`config.mk`:
```
export PLATFORM = sky130hd
export DESIGN_NAME = multicycle_control
export DESIGN_NICKNAME = d
export VERILOG_FILES = /design/src/rtl/multicycle_control_pkg.sv /design/src/rtl/multicycle_control_ctrl_word_decode.sv /design/src/rtl/multicycle_control.sv
export SDC_FILE = /design/constraint.sdc
export NUM_CORES = 1
export LEC_CHECK = 0
export BUFFER_PORTS_ARGS = -buffer_cell sky130_fd_sc_hd__buf_2
export CAP_MARGIN = 20
export CORE_MARGIN = 2
export CORE_UTILIZATION = 45
export DETAILED_ROUTE_END_ITERATION = 16
export PLACE_DENSITY = 0.78
export SLEW_MARGIN = 15
export SYNTH_ARGS = -nofsm -noshare
export SYNTH_HDL_FRONTEND = slang
export SYNTH_SLANG_ARGS = --single-unit
```
`constraint.sdc`:
```
create_clock -name i_clk -period 3.15 [get_ports i_clk]
set_input_delay 0.4725 -clock i_clk [delete_from_list [all_inputs] [get_ports i_clk]]
set_output_delay 0.4725 -clock i_clk [all_outputs]
set_load 0.1 [all_outputs]
```
`src/rtl/multicycle_control_pkg.sv`:
```
// Shared encodings for the multi-cycle MIPS-subset controller: states,
// opcodes, mux select codes and the control-word struct.
package multicycle_ctrl_pkg;

  typedef enum logic [3:0] {
    S_FETCH    = 4'd0,
    S_DECODE   = 4'd1,
    S_MEM_ADDR = 4'd2,
    S_MEM_RD   = 4'd3,
    S_MEM_WB   = 4'd4,
    S_MEM_WR   = 4'd5,
    S_R_EX     = 4'd6,
    S_R_WB     = 4'd7,
    S_BEQ      = 4'd8,
    S_JMP      = 4'd9,
    S_ADDI_EX  = 4'd10,
    S_ADDI_WB  = 4'd11,
    S_TRAP     = 4'd12
  } state_e;

  localparam logic [5:0] OP_RTYPE = 6'b000000;
  localparam logic [5:0] OP_LW    = 6'b100011;
  localparam logic [5:0] OP_SW    = 6'b101011;
  localparam logic [5:0] OP_BEQ   = 6'b000100;
  localparam logic [5:0] OP_J     = 6'b000010;
  localparam logic [5:0] OP_ADDI  = 6'b001000;

  localparam logic [1:0] ALU_ADD   = 2'd0;
  localparam logic [1:0] ALU_SUB   = 2'd1;
  localparam logic [1:0] ALU_FUNCT = 2'd2;

  localparam logic [1:0] SRCB_RT      = 2'd0;
  localparam logic [1:0] SRCB_FOUR    = 2'd1;
  localparam logic [1:0] SRCB_IMM     = 2'd2;
  localparam logic [1:0] SRCB_IMM_SH2 = 2'd3;

  localparam logic [1:0] PCSRC_ALU    = 2'd0;
  localparam logic [1:0] PCSRC_ALUOUT = 2'd1;
  localparam logic [1:0] PCSRC_JUMP   = 2'd2;

  typedef struct packed {
    logic       pc_write;
    logic       pc_write_cond;
    logic       iord;
    logic       mem_read;
    logic       mem_write;
    logic       ir_write;
    logic       reg_dst;
    logic       mem_to_reg;
    logic       reg_write;
    logic       alu_src_a;
    logic [1:0] alu_src_b;
    logic [1:0] alu_op;
    logic [1:0] pc_source;
  } ctrl_word_t;

endpackage

```
`src/rtl/multicycle_control_ctrl_word_decode.sv`:
```
// Moore control-word decoder: state in, datapath enables and mux selects out.
module ctrl_word_decode
  import multicycle_ctrl_pkg::*;
(
  input  state_e     i_state,
  output ctrl_word_t o_cw
);

  always_comb begin
    o_cw = '0;
    case (i_state)
      S_FETCH: begin
        o_cw.mem_read  = 1'b1;
        o_cw.ir_write  = 1'b1;
        o_cw.alu_src_b = SRCB_FOUR;
        o_cw.alu_op    = ALU_ADD;
        o_cw.pc_source = PCSRC_ALU;
        o_cw.pc_write  = 1'b1;
      end
      // Branch target is precomputed here while the opcode is dispatched.
      S_DECODE:   o_cw.alu_src_b = SRCB_IMM_SH2;
      S_MEM_ADDR: begin
        o_cw.alu_src_a = 1'b1;
        o_cw.alu_src_b = SRCB_IMM;
      end
      S_MEM_RD: begin
        o_cw.mem_read = 1'b1;
        o_cw.iord     = 1'b1;
      end
      S_MEM_WB: begin
        o_cw.reg_write  = 1'b1;
        o_cw.mem_to_reg = 1'b1;
      end
      S_MEM_WR: begin
        o_cw.mem_write = 1'b1;
        o_cw.iord      = 1'b1;
      end
      S_R_EX: begin
        o_cw.alu_src_a = 1'b1;
        o_cw.alu_src_b = SRCB_RT;
        o_cw.alu_op    = ALU_FUNCT;
      end
      S_R_WB: begin
        o_cw.reg_write = 1'b1;
        o_cw.reg_dst   = 1'b1;
      end
      S_BEQ: begin
        o_cw.alu_src_a     = 1'b1;
        o_cw.alu_src_b     = SRCB_RT;
        o_cw.alu_op        = ALU_SUB;
        o_cw.pc_write_cond = 1'b1;
        o_cw.pc_source     = PCSRC_ALUOUT;
      end
      S_JMP: begin
        o_cw.pc_write  = 1'b1;
        o_cw.pc_source = PCSRC_JUMP;
      end
      S_ADDI_EX: begin
        o_cw.alu_src_a = 1'b1;
        o_cw.alu_src_b = SRCB_IMM;
      end
      S_ADDI_WB: o_cw.reg_write = 1'b1;
      default:   o_cw = '0;
    endcase
  end

endmodule

```
`src/rtl/multicycle_control.sv`:
```
// Multi-cycle sequencing controller: state register, dispatch, sticky Illegal,
// reset gating of strobes and PC_En. Optional MEM_WAIT_EN stalls memory states.
module multicycle_control
  import multicycle_ctrl_pkg::*;
#(
  parameter int OPCODE_W = 6,
  parameter int STATE_W  = 4
) (
  input  logic                i_clk,
  input  logic                i_reset,
  input  logic [OPCODE_W-1:0] i_opcode,
  input  logic                i_zero,
  input  logic                i_mem_ready,
  output logic                o_pc_en,
  output logic                o_iord,
  output logic                o_mem_read,
  output logic                o_mem_write,
  output logic                o_ir_write,
  output logic                o_reg_dst,
  output logic                o_mem_to_reg,
  output logic                o_reg_write,
  output logic                o_alu_src_a,
  output logic [1:0]          o_alu_src_b,
  output logic [1:0]          o_alu_op,
  output logic [1:0]          o_pc_source,
  output logic [STATE_W-1:0]  o_state,
  output logic                o_illegal
);

  state_e     r_state, w_next, w_dec_state;
  ctrl_word_t w_cw;
  logic       r_illegal;
  logic       w_mem_ok;
  logic       w_fetch_gate;

`ifdef MEM_WAIT_EN
  assign w_mem_ok = i_mem_ready;
`else
  logic w_unused_mem_ready;
  assign w_unused_mem_ready = i_mem_ready;
  assign w_mem_ok           = 1'b1;
`endif

  always_ff @(posedge i_clk) begin
    if (i_reset) begin
      r_state   <= S_FETCH;
      r_illegal <= 1'b0;
    end else begin
      r_state <= w_next;
      if (w_next == S_TRAP) r_illegal <= 1'b1;
    end
  end

  always_comb begin
    w_next = r_state;
    case (r_state)
      S_FETCH: w_next = w_mem_ok ? S_DECODE : S_FETCH;
      S_DECODE: begin
        case (i_opcode)
          OP_RTYPE:     w_next = S_R_EX;
          OP_LW, OP_SW: w_next = S_MEM_ADDR;
          OP_BEQ:       w_next = S_BEQ;
          OP_J:         w_next = S_JMP;
          OP_ADDI:      w_next = S_ADDI_EX;
          default:      w_next = S_TRAP;
        endcase
      end
      // Opcode is re-read here; anything other than lw/sw is treated as illegal.
      S_MEM_ADDR: begin
        case (i_opcode)
          OP_LW:   w_next = S_MEM_RD;
          OP_SW:   w_next = S_MEM_WR;
          default: w_next = S_TRAP;
        endcase
      end
      S_MEM_RD:  w_next = w_mem_ok ? S_MEM_WB : S_MEM_RD;
      S_MEM_WR:  w_next = w_mem_ok ? S_FETCH : S_MEM_WR;
      S_R_EX:    w_next = S_R_WB;
      S_ADDI_EX: w_next = S_ADDI_WB;
      S_MEM_WB, S_R_WB, S_BEQ, S_JMP, S_ADDI_WB: w_next = S_FETCH;
      S_TRAP:    w_next = S_TRAP;
      default:   w_next = S_FETCH;
    endcase
  end

  // During reset the outputs show the FETCH decode with all strobes gated off.
  assign w_dec_state = i_reset ? S_FETCH : r_state;

  ctrl_word_decode u_dec (
    .i_state (w_dec_state),
    .o_cw    (w_cw)
  );

  // A stalled fetch must not advance the PC or reload IR.
  assign w_fetch_gate = (w_dec_state == S_FETCH) ? w_mem_ok : 1'b1;

  assign o_pc_en      = ~i_reset & ((w_cw.pc_write & w_fetch_gate) | (w_cw.pc_write_cond & i_zero));
  assign o_ir_write   = ~i_reset & w_cw.ir_write & w_fetch_gate;
  assign o_mem_read   = ~i_reset & w_cw.mem_read;
  assign o_mem_write  = ~i_reset & w_cw.mem_write;
  assign o_reg_write  = ~i_reset & w_cw.reg_write;
  assign o_iord       = w_cw.iord;
  assign o_reg_dst    = w_cw.reg_dst;
  assign o_mem_to_reg = w_cw.mem_to_reg;
  assign o_alu_src_a  = w_cw.alu_src_a;
  assign o_alu_src_b  = w_cw.alu_src_b;
  assign o_alu_op     = w_cw.alu_op;
  assign o_pc_source  = w_cw.pc_source;
  assign o_state      = STATE_W'(w_dec_state);
  assign o_illegal    = r_illegal & ~i_reset;

endmodule

```
# ---- After elaboration in Yosys (flattened, before gate mapping)
# Index checks and enable logic that the tools add are counted.
dict set report totals {
  reg_bits 5
  memories 0
  ramBits 0
  latch_bits 0
  output_inout_bits 20
  mem_bits_ro 0
  elab_cells 61
}
dict set report op_classes {
  n_reduce_logical 10
  n_eq_ne 23
  n_mux 17
  div 0
  n_addsub 0
  mul 0
  n_bitwise 9
  shift 0
  magnitude_cmp 0
}
# op n
set op_table {}
lappend op_table {{4-bit equality test, second input constant} 7}
lappend op_table {{4-bit one-hot mux with 7 select lines} 1}
lappend op_table {{4-bit by 3-bit equality test with 1-bit output, second input constant} 5}
lappend op_table {{4-bit one-hot mux with 5 select lines} 1}
lappend op_table {{4-bit by 2-bit equality test with 1-bit output, second input constant} 4}
lappend op_table {{6-bit equality test, second input constant} 2}
lappend op_table {{1-bit 2-to-1 mux} 10}
lappend op_table {{2-bit OR reduction} 5}
lappend op_table {{4-bit by 1-bit equality test with 1-bit output, second input constant} 2}
lappend op_table {{4-bit logical NOT} 2}
lappend op_table {{2-bit one-hot mux with 2 select lines} 2}
lappend op_table {{4-bit one-hot mux with 2 select lines} 1}
lappend op_table {{1-bit bitwise AND} 7}
lappend op_table {{6-bit by 2-bit equality test with 1-bit output, second input constant} 1}
lappend op_table {{6-bit by 3-bit equality test with 1-bit output, second input constant} 1}
lappend op_table {{6-bit by 4-bit equality test with 1-bit output, second input constant} 1}
lappend op_table {{6-bit logical NOT} 1}
lappend op_table {{2-bit one-hot mux with 3 select lines} 1}
lappend op_table {{4-bit 2-to-1 mux} 1}
lappend op_table {{4-bit OR reduction} 1}
lappend op_table {{3-bit OR reduction} 1}
lappend op_table {{1-bit inverter} 1}
lappend op_table {{1-bit bitwise OR} 1}

# ---- Depth between registers and ports, before layout
dict set report depth {
  depth_word 6
  mapped_depth 6
  ltp_nobuf 5
}

# ---- Cells and area by module
# A second synthesis with hierarchy kept.
dict set report hier_totals {
  cells_unflattened 98
  area_unflattened_um2 671.9
}
# mod area_each_um2 seq_area_each_um2 cells_per_inst instances
set by_module_without_submodules {}
lappend by_module_without_submodules {multicycle_control 466.7 100.1 67 1}
lappend by_module_without_submodules {ctrl_word_decode 205.2 0.0 31 1}

# ---- Least setup slack after synthesis
# Ideal clock, no wire load.
dict set report synth_timing {
  path_kind {flip-flop to output port}
  start {register r_state[3]}
  end {output o_pc_source[0]}
  stages_incl_launch_ff 5
  slack_ns -3.237
  arrival_ns 5.914
  required_time_ns 2.677
  path_cell_list {dfxtp_1 buf_2 nor2b_1 nor4b_1 buf_4}
}
dict set report synth_via {
  elab_chain_len 3
  word_cells_on_any_way 4
  cone_classes {2 x eq/ne; 2 x mux}
}
# element line
set synth_rtl {}
lappend synth_rtl {{start, declared} multicycle_control.sv:30} ;# state_e r_state, w_next, w_dec_state;
lappend synth_rtl {{start signal, assigned} multicycle_control.sv:49} ;# r_state <= w_next;
lappend synth_rtl {{4-bit 2-to-1 mux (*)} multicycle_control.sv:87} ;# assign w_dec_state = i_reset ? S_FETCH : r_state;
lappend synth_rtl {{net o_state[3]} multicycle_control.sv:26} ;# output logic [STATE_W-1:0] o_state,
lappend synth_rtl {{4-bit equality test} multicycle_control_ctrl_word_decode.sv:11} ;# case (i_state)
lappend synth_rtl {{2-bit one-hot mux with 2 select lines (*)} multicycle_control_ctrl_word_decode.sv:11}
lappend synth_rtl {{end, declared} multicycle_control.sv:25} ;# output logic [1:0] o_pc_source,
# Mark *: on every way through the listed nets, which the timed path passes. The rest lies on a longest branch.

# ---- Worst setup path after layout
dict set report layout_timing {
  start {register r_state[2]}
  end {output o_reg_write}
}
dict set report layout_via {
  elab_chain_len 5
  word_cells_on_any_way 7
  cone_classes {3 x eq/ne; 2 x mux; 1 x bitwise; 1 x reduce/logical}
}
# element line
set layout_rtl {}
lappend layout_rtl {{4-bit 2-to-1 mux (*)} multicycle_control.sv:87}
lappend layout_rtl {{4-bit by 3-bit equality test with 1-bit output or 4-bit equality test (tied branches)} multicycle_control_ctrl_word_decode.sv:11}
lappend layout_rtl {{3-bit OR reduction (no line) (*)} -}
lappend layout_rtl {{1-bit 2-to-1 mux (*)} multicycle_control_ctrl_word_decode.sv:11}
lappend layout_rtl {{1-bit bitwise AND (*)} multicycle_control.sv:101} ;# assign o_reg_write = ~i_reset & w_cw.reg_write;
lappend layout_rtl {{end, declared} multicycle_control.sv:21} ;# output logic o_reg_write,
# Every way passes the cells marked *; elsewhere a longest branch is shown, timed or not.

==> out/metrics.cfg <==
[critical_path]
critical_path_class=reg2out
cpPeakStageDelay_ns=0.58
end_kind=primary output
start_kind=flip-flop
cp-endpoint=o_reg_write
r2r-end=r_illegal
cp_max_fo=11
reg2reg_depth=5
cp_data_required_time_ns=2.68
r2r-start=r_state[0]
critPathLaunch=r_state[2]
critical_path_depth=4
crit_family=buffers and inverters
crit_arrival_ns=2.19
cp_slowest_cell=dfxtp_1
r2r_slack_ns=1.29
cp_cell_sequence=inv_1 > or4_1 > a21oi_1 > buf_2
worst-path-buf-inv=2

[final_layout]
nFillCells=128
diodes=0
finalInstanceArea_um2=805
final_util=0.618
drive_gt1_frac=0.379
final_common_cell=buf_2
layout_common_cells=buf_2 (28), nor2_1 (7), nand2_1 (6), o21ai_0 (6)
finalNetCount=127
area_growth_pct=29.1

[die]
start_util=0.479
die_y_um=41.2
ioPinCount=30
core_area_um2=1300
die_x_um=41.2
fp.dieArea_um2=1700
num_rows=13

[power_and_ir_drop]
p_per_area_nw_per_um2=998
ir_drop_mv=0.391
p_leak_nw=0.346

[timing]
setup_tns_ns=0
grt_setup_unrepaired=false
fmax_mhz=376
min_period_ns=2.66
relSlewSlack=0.610
worstMarginPinSlew_ns=0.585
slew_viol_final=0
hold_viol_final=0
setup_viol=0
finalCritPeriodShare=0.844
worst_clock_skew_ns=0.00420
finalWorstSetupSlack_ns=0.492

[synth]
async_flop_share=0
syn_inst=92
synth_seq_cells=5
yosys.area.top_type=dfxtp_1
synth_fp_nets=102
yosys.area.top_type_share=0.161
yosysWarnings=0
synth_edf_count=0
synthTopCellsByArea=dfxtp_1 (16%), nor3_1 (6.4%), nor2b_1 (5.0%)
synth_seq_area_share=0.161
synth.cell_area_um2=623
yosysUniqueCellTypes=36
postSynthAreaPerCell_um2=6.77
synth_ff_type=dfxtp_1

[clock_network]
hold_buffers=0
clock_tree.buffer_depth=2
cts_resized=0
cts_setup_buffers=0
cts-root-buf=clkbuf_4
cts_made_buffers=3
cts_tree=done
cts_max_level=1
cts.clk_slew.worst_paths_ns=0.05
cts_sinks=5
clk_latency_ns=0.24

[placed_design]
dp_slack_ns=0.765
hpwl_um=1190
place.gp.congestion=0.815
portBuffers=28
place_area_um2=778

[detailed_routing]
routedWlPerCell_um=12.2
routed_wl_um=1600
vias=776
drtIter0Drc=9
via_per_inst=5.92
ant_nets=0
drc=0
detailedRoute.firstPassIterationCount=4

[worst_hold_path]
worst_hold_startpoint=r_illegal
hold_path.class=reg2reg

[global_route]
grt_pass1_wl_um=2390
antenna_found_initial=0
grt_pass1_vias=573
grt_max_degree=17
grt.overflow.total=0
track_usage=0.207

[flow_run]
maxCapViolations=0

[outcome]
status=finished, final reports clean

==> cells in the mapped netlist (3+ instances only) <==
cell type  instances
nor2_1             7
inv_1              4
nor4_1             5
buf_2              3
nor2b_1            5
clkbuf_1           3
nand2_1            6
nand3_1            5
nand2b_1           3
o21ai_0            6
nor3_1             8
a21oi_1            5
dfxtp_1            5
==> worst reg2reg max path: stages, from the launching register on <==
cell and delay [ns]:
dfxtp_1 0.68, inv_1 0.22, nor2_1 0.40, nand3_1 0.14, a31oi_1 0.24, a21o_1 0.13
==> layer usage <==
layer	share of wire	global-route usage
met5	0	0
met4	0	0.0242
met3	0.079	0.0326
met2	0.46	0.387
met1	0.46	0.252
==> where the power goes <==
part | internal, mW | total, mW | switching (mW)
registers | 0.0816 | 0.138 | 0.0568
clock network | 0.0479 | 0.0740 | 0.0261
logic | 0.121 | 0.591 | 0.470
total | 0.251 | 0.803 | 0.553
==> cells by family (layout without fill, tap and decap cells) <==
group | after synthesis | after routing | synth area share
flops | 5 | 5 | 0.161
compound gates | 21 | 21 | 0.225
xor+xnor | 2 | 2 | 0.0281
buf+inv | 13 | 37 | 0.104
simple gates | 51 | 51 | 0.482
==> layout make-up <==
type                       instances  area [µm²]  share of cell area
clock buffer                       4        26.3              0.0327
inverter                           4        15.0              0.0187
multi-input combinational         74         497               0.617
sequential                         5         100               0.124
tap                               15        18.8              0.0233
timing repair buffer              29         148               0.184
==> registers in the layout, summed over array words and instances (netlist names) <==
| name | flops |
|---|---|
| r_illegal | 1 |
| r_state | 4 |
==> worst min-delay path by stage <==
stage | endpoint | slack (ns) | depth (start not counted)
after global routing | r_state[1] | 0.61 | 4
after detailed placement | r_illegal | 0.56 | 2
after floorplan | r_state[1] | 0.63 | 3
after global placement | r_illegal | 0.55 | 2
final | r_illegal | 0.56 | 2
after CTS | r_illegal | 0.57 | 2
==> per-stage QoR <==
step	hold WS (ns)	total power, mW	cells
3_3_place_gp	0.552	0.723	127
2_1_floorplan	0.626	0.650	92
4_1_cts	0.568	0.806	131
3_5_place_dp	0.559	0.730	127
5_1_grt	0.613	0.849	131
6_report	0.561	0.803	131
Power figures use the tool's default switching activity.
